===== config.mk =====
export PLATFORM = sky130hd
export DESIGN_NAME = regfile_scoreboard
export DESIGN_NICKNAME = d
export VERILOG_FILES = /design/src/rtl/regfile_scoreboard.sv
export SDC_FILE = /design/constraint.sdc
export NUM_CORES = 2
export LEC_CHECK = 0
export BUFFER_PORTS_ARGS = -buffer_cell sky130_fd_sc_hd__buf_2
export CAP_MARGIN = 20
export CORE_AREA = 2 2 369 371
export CTS_BUF_LIST = sky130_fd_sc_hd__clkbuf_4
export CTS_CLUSTER_SIZE = 10
export DETAILED_ROUTE_END_ITERATION = 8
export DIE_AREA = 0 0 371 373
export GPL_ROUTABILITY_DRIVEN = 1
export HOLD_SLACK_MARGIN = 0.05
export PLACE_DENSITY = 0.7
export SYNTH_ARGS = -nofsm -noshare
export SYNTH_HDL_FRONTEND = slang
export SYNTH_SLANG_ARGS = --single-unit

===== constraint.sdc =====
create_clock -name CLK -period 2.18 [get_ports CLK]
set_clock_uncertainty 0.05 [all_clocks]
set_input_delay 0.218 -clock CLK [delete_from_list [all_inputs] [get_ports CLK]]
set_output_delay 0.218 -clock CLK [all_outputs]
set_load 0.03 [all_outputs]

===== src/rtl/regfile_scoreboard.sv =====
// Two-read / one-write register file with a per-register pending-write scoreboard.
// Read data and busy flags are registered; an optional same-edge write is forwarded to the read ports.
module regfile_scoreboard #(
    parameter int DATA_W   = 32,
    parameter int ADDR_W   = 5,
    parameter int ZERO_REG = 1,
    parameter int BYPASS   = 1
) (
    input  logic              CLK,
    input  logic              RST_N,
    input  logic [ADDR_W-1:0] A1,
    input  logic [ADDR_W-1:0] A2,
    input  logic              RE,
    input  logic [ADDR_W-1:0] A3,
    input  logic [DATA_W-1:0] WD,
    input  logic              RegWrite,
    input  logic              ISSUE,
    input  logic [ADDR_W-1:0] IA,
    output logic [DATA_W-1:0] RD1,
    output logic [DATA_W-1:0] RD2,
    output logic              BUSY1,
    output logic              BUSY2
);

    localparam int DEPTH = 1 << ADDR_W;

    logic [DATA_W-1:0] regs_reg [DEPTH];
    logic [DEPTH-1:0]  pend_reg;
    logic [DEPTH-1:0]  pend_next;
    logic [DATA_W-1:0] rd1_reg, rd2_reg;
    logic [DATA_W-1:0] rd1_next, rd2_next;
    logic              busy1_reg, busy2_reg;
    logic              write_en;

    assign write_en = RegWrite && !((ZERO_REG != 0) && (A3 == '0));

    // Issue wins over a same-cycle retire: the new producer supersedes the old one.
    genvar gi;
    generate
        for (gi = 0; gi < DEPTH; gi++) begin : g_pend
            localparam logic [ADDR_W-1:0] IDX       = ADDR_W'(gi);
            localparam bit                HARD_ZERO = (ZERO_REG != 0) && (gi == 0);
            logic hit_write;
            logic hit_issue;
            assign hit_write     = RegWrite && (A3 == IDX);
            assign hit_issue     = ISSUE && (IA == IDX);
            assign pend_next[gi] = !HARD_ZERO && ((pend_reg[gi] && !hit_write) || hit_issue);
        end
    endgenerate

    function automatic logic [DATA_W-1:0] read_sel(
        input logic [ADDR_W-1:0] addr,
        input logic [DATA_W-1:0] stored,
        input logic              wr,
        input logic [ADDR_W-1:0] waddr,
        input logic [DATA_W-1:0] wdata
    );
        logic [DATA_W-1:0] value;
        value = stored;
        if ((ZERO_REG != 0) && (addr == '0)) begin
            value = '0;
        end else if ((BYPASS != 0) && wr && (waddr == addr)) begin
            value = wdata;
        end
        return value;
    endfunction

    always_comb begin
        rd1_next = read_sel(A1, regs_reg[A1], RegWrite, A3, WD);
        rd2_next = read_sel(A2, regs_reg[A2], RegWrite, A3, WD);
    end

    always_ff @(posedge CLK or negedge RST_N) begin
        if (!RST_N) begin
            for (int i = 0; i < DEPTH; i++) begin
                regs_reg[i] <= '0;
            end
        end else if (write_en) begin
            regs_reg[A3] <= WD;
        end
    end

    always_ff @(posedge CLK or negedge RST_N) begin
        if (!RST_N) begin
            pend_reg <= '0;
        end else begin
            pend_reg <= pend_next;
        end
    end

    // Busy reflects the post-edge scoreboard so it agrees with forwarded data.
    always_ff @(posedge CLK or negedge RST_N) begin
        if (!RST_N) begin
            rd1_reg   <= '0;
            rd2_reg   <= '0;
            busy1_reg <= 1'b0;
            busy2_reg <= 1'b0;
        end else if (RE) begin
            rd1_reg   <= rd1_next;
            rd2_reg   <= rd2_next;
            busy1_reg <= pend_next[A1];
            busy2_reg <= pend_next[A2];
        end
    end

    assign RD1   = rd1_reg;
    assign RD2   = rd2_reg;
    assign BUSY1 = busy1_reg;
    assign BUSY2 = busy2_reg;

endmodule


==> summary.txt <==
Worst Hold Endpoint - pend_reg[15]$_DFF_PN0_
Worst path arrival time - 3.29 ns
Die W - 371 um
RSZ-0062 raised after global routing - true
Fin crit share - 101%
Cell Area, Synth - 58700 um^2
GPL Wtd Cong - 0.908
Final nets - 4422
Initial antenna violation count - 8
Total track usage - 27.0%
Final worst setup slack - -0.0168 ns
TNS Setup - -0.0407 ns
Core area - 135000 um^2
Critical R2R Launch - regs_reg[914]$_DFFE_PN0P_
First-pass GRT wire length - 275 mm
Vias per Instance - 6.29
Total CTS buffers - 306
Worst-case clock buffer depth - 4
Async set-reset flop share out of synthesis - 100%
Routed len/inst - 29.2 um
WHS - -0.00971 ns
Mux cell area share after synthesis - 44.0%
Top post-synthesis cells by count - dfrtp_1, mux2_2, mux4_2, clkbuf_1, nand2_1
Fillers - 10918
Number of max-cap violations - 0
Slew margin rel. - 30.8%
Slew @ Worst Pin - 1.03 ns
Hold Path Depth - 5
Failing checks - negative hold slack, negative setup slack
Sequential area share after synthesis - 47.8%
CTS tree - yes
# DRC - 0
WS Path Type - primary input to register
Seq pwr share - 46.2%
Number of synthesized flops with an enable pin - 0
Status - finished with violations
Top_reg_cell synth - dfrtp_1
Worst VDD drop - 0.000392 V
CTS clk-pin slew, worst paths - 0.06 ns
Lkg Pwr - 0.0311 uW
GRT overflow - 0
Pwr per Cell Area - 854 nW/um^2
Ys Warns - 0
DP Worst Slack - -0.397 ns
Syn Nets - 3871
Gate Count Post-Synth - 3814
Largest family of logic cells by synthesized area - multiplexers
Post-Synth Adder-Cell Area - 0%
DIE AREA - 138000 um^2
Final Total Pwr - 60200 uW
Port Buffers - 122
Seq cells post-synth - 1121
Worst Min Path Start - RegWrite
Max Slew Vio Count - 0
Simple-Gate Fraction of Synth Area - 2.37%
Syn Area/Cell - 15.4 um^2
Synth cell types - 54
Vias in the first global route - 41507
WP data required - 3.28 ns
Rows - 135
Initial DRC count - 3861
Final Hold Vio Count - 1
Dominant cells by area after synthesis - dfrtp_1, mux4_2, mux2_2, clkbuf_1, nand2_1
Top cell type by total area after synthesis - dfrtp_1
R2R depth - 6
Layout cells sized above 1 - 58.2%
Clock power frac - 29.7%
Total I/O pin count - 123
Post-Synth XOR/XNOR Area - 0.149%
Drt total wl - 185 mm
Most common cell in the netlist - dfrtp_1
Compound-gate portion of the synthesized area - 2.18%
Number of routed nets with antenna violations - 0
CTS H-tree lvls - 5
Clock root cell - clkbuf_4
Comb pwr share - 24.0%
CTS sink cnt - 1121
Tmin final - 2.20 ns
Setup crit end kind - register
Via count - 39866
Worst R2R End - RD1[18]$_DFFE_PN0P_
Drt pass-1 iters - 8
R2r setup slk - 0.05 ns
NetSw - 17400 uW
Crit Path Max Fanout - 27
Startpoint Class - primary input
Internal - 42700 uW
Fmax - 455 MHz
Chip Height - 373 um
Worst Hold Class - primary input to register
Max reg flops - 1024
DP HPWL - 111 mm
Pin count of the biggest net entering global routing - 113
Area Growth Syn to Fin - 19.9%
Starting density of the core - 43.6%
Synth top area share - 47.8%
Sw Share - 29.0%
Clk Latency, worst-skew pair - 1.25 ns
Final setup fails - 5
[worst max path at each step]
stage / startpoint / to / slack (ns) / cells past startpoint
after floorplan: A1[0] / RD1[28]$_DFFE_PN0P_ / 0.002 / 9
after global placement: A1[0] / RD1[12]$_DFFE_PN0P_ / -0.39 / 10
after detailed placement: A2[0] / RD2[0]$_DFFE_PN0P_ / -0.40 / 9
after CTS: RD2[6]$_DFFE_PN0P_ / RD2[6] / -0.07 / 1
after global routing: A3[1] / BUSY1$_DFFE_PN0P_ / -0.05 / 11
final: A1[1] / RD1[17]$_DFFE_PN0P_ / -0.02 / 12
[cell families (layout without fill, tap and decap cells)]
kind of cell           Yosys count  in the layout
AO/OA/AOI/OAI                  205            205
XOR/XNOR                        10             10
other                            0              8
flip-flops                    1121           1121
multiplexers                  1659           1659
buffers and inverters          506           1238
AND/OR/NAND/NOR                313            313
[placed cells by master, fill, tap and decap left out, drive strengths merged, types with 3 or more instances in the layout]
master,n
mux2,960
nand3,23
a22o,9
o211ai,7
a32o,3
nand2,213
o22ai,69
dlygate4sd3,142
mux4,644
nor3,7
nor3b,3
a221o,3
nor2b,12
and4bb,3
nand2b,8
o31ai,3
diode,8
inv,84
a22oi,10
clkbuf,441
a21oi,4
o21ai,80
and4b,3
nor4,3
dfrtp,1121
xor2,8
nor2,24
mux2i,55
clkinv,44
buf,526
nand4b,4
[metal layers]
layer | vias to the layer above | share of wire, % | global-route usage, %
met5 | - | 0.022 | 0
met4 | 6 | 3.7 | 11.0
met1 | 21391 | 40 | 37.2
met2 | 2110 | 47 | 40.8
li1 | 15933 | - | -
met3 | 426 | 9.8 | 7.31
[power groups by stage]
| stage | logic, uW | registers, uW | clock network, uW |
|---|---|---|---|
| final | 14500 | 27800 | 17900 |
| after global routing | 15400 | 28300 | 19400 |
| after CTS | 14400 | 27700 | 18300 |
| after detailed placement | 13900 | 28000 | 0 |
| after global placement | 13500 | 27700 | 0 |
| after floorplan | 9650 | 27600 | 0 |
[stage by stage]
step           utilization, %  cells  hold slack (ns)  instance area (um^2)
2_1_floorplan               -   3814           -0.128                 58900
3_3_place_gp             48.3   5684           0.0908                 65000
3_5_place_dp             48.3   5684           0.0926                 65000
4_1_cts                  52.1   6316           0.0511                 70200
5_1_grt                  52.3   6332           0.0566                 70400
6_report                 52.3   6335         -0.00971                 70400
[worst max-delay path: stages]
cell and delay [ns]:
dlygate4sd3_1 0.56, buf_8 0.27, buf_12 0.27, xor2_1 0.10
nor4_1 0.30, buf_4 0.17, nand3_4 0.10, buf_4 0.23
dlygate4sd3_1 0.71, nand2_1 0.13, o21ai_2 0.06, o22ai_1 0.13
[layout make-up]
cell class | count | area, um^2 | area share (%)
antenna | 8 | 20.0 | 0.0284
clock buffer | 439 | 3300 | 4.68
clock inverter | 50 | 193 | 0.274
inverter | 78 | 300 | 0.426
multi-input combinational | 2187 | 29000 | 41.1
sequential | 1121 | 28100 | 39.8
tap | 1781 | 2230 | 3.16
timing repair buffer | 671 | 7350 | 10.4
[what timing repair did]
action	in CTS	in global routing
hold endpoints to repair	2210	24
setup endpoints to repair	36	43
setup buffers	7	2
gates cloned	0	1
hold buffers	136	12
pin swaps	0	3
gates resized for setup	73	41
Note: power is estimated with default switching activity, not from simulation.
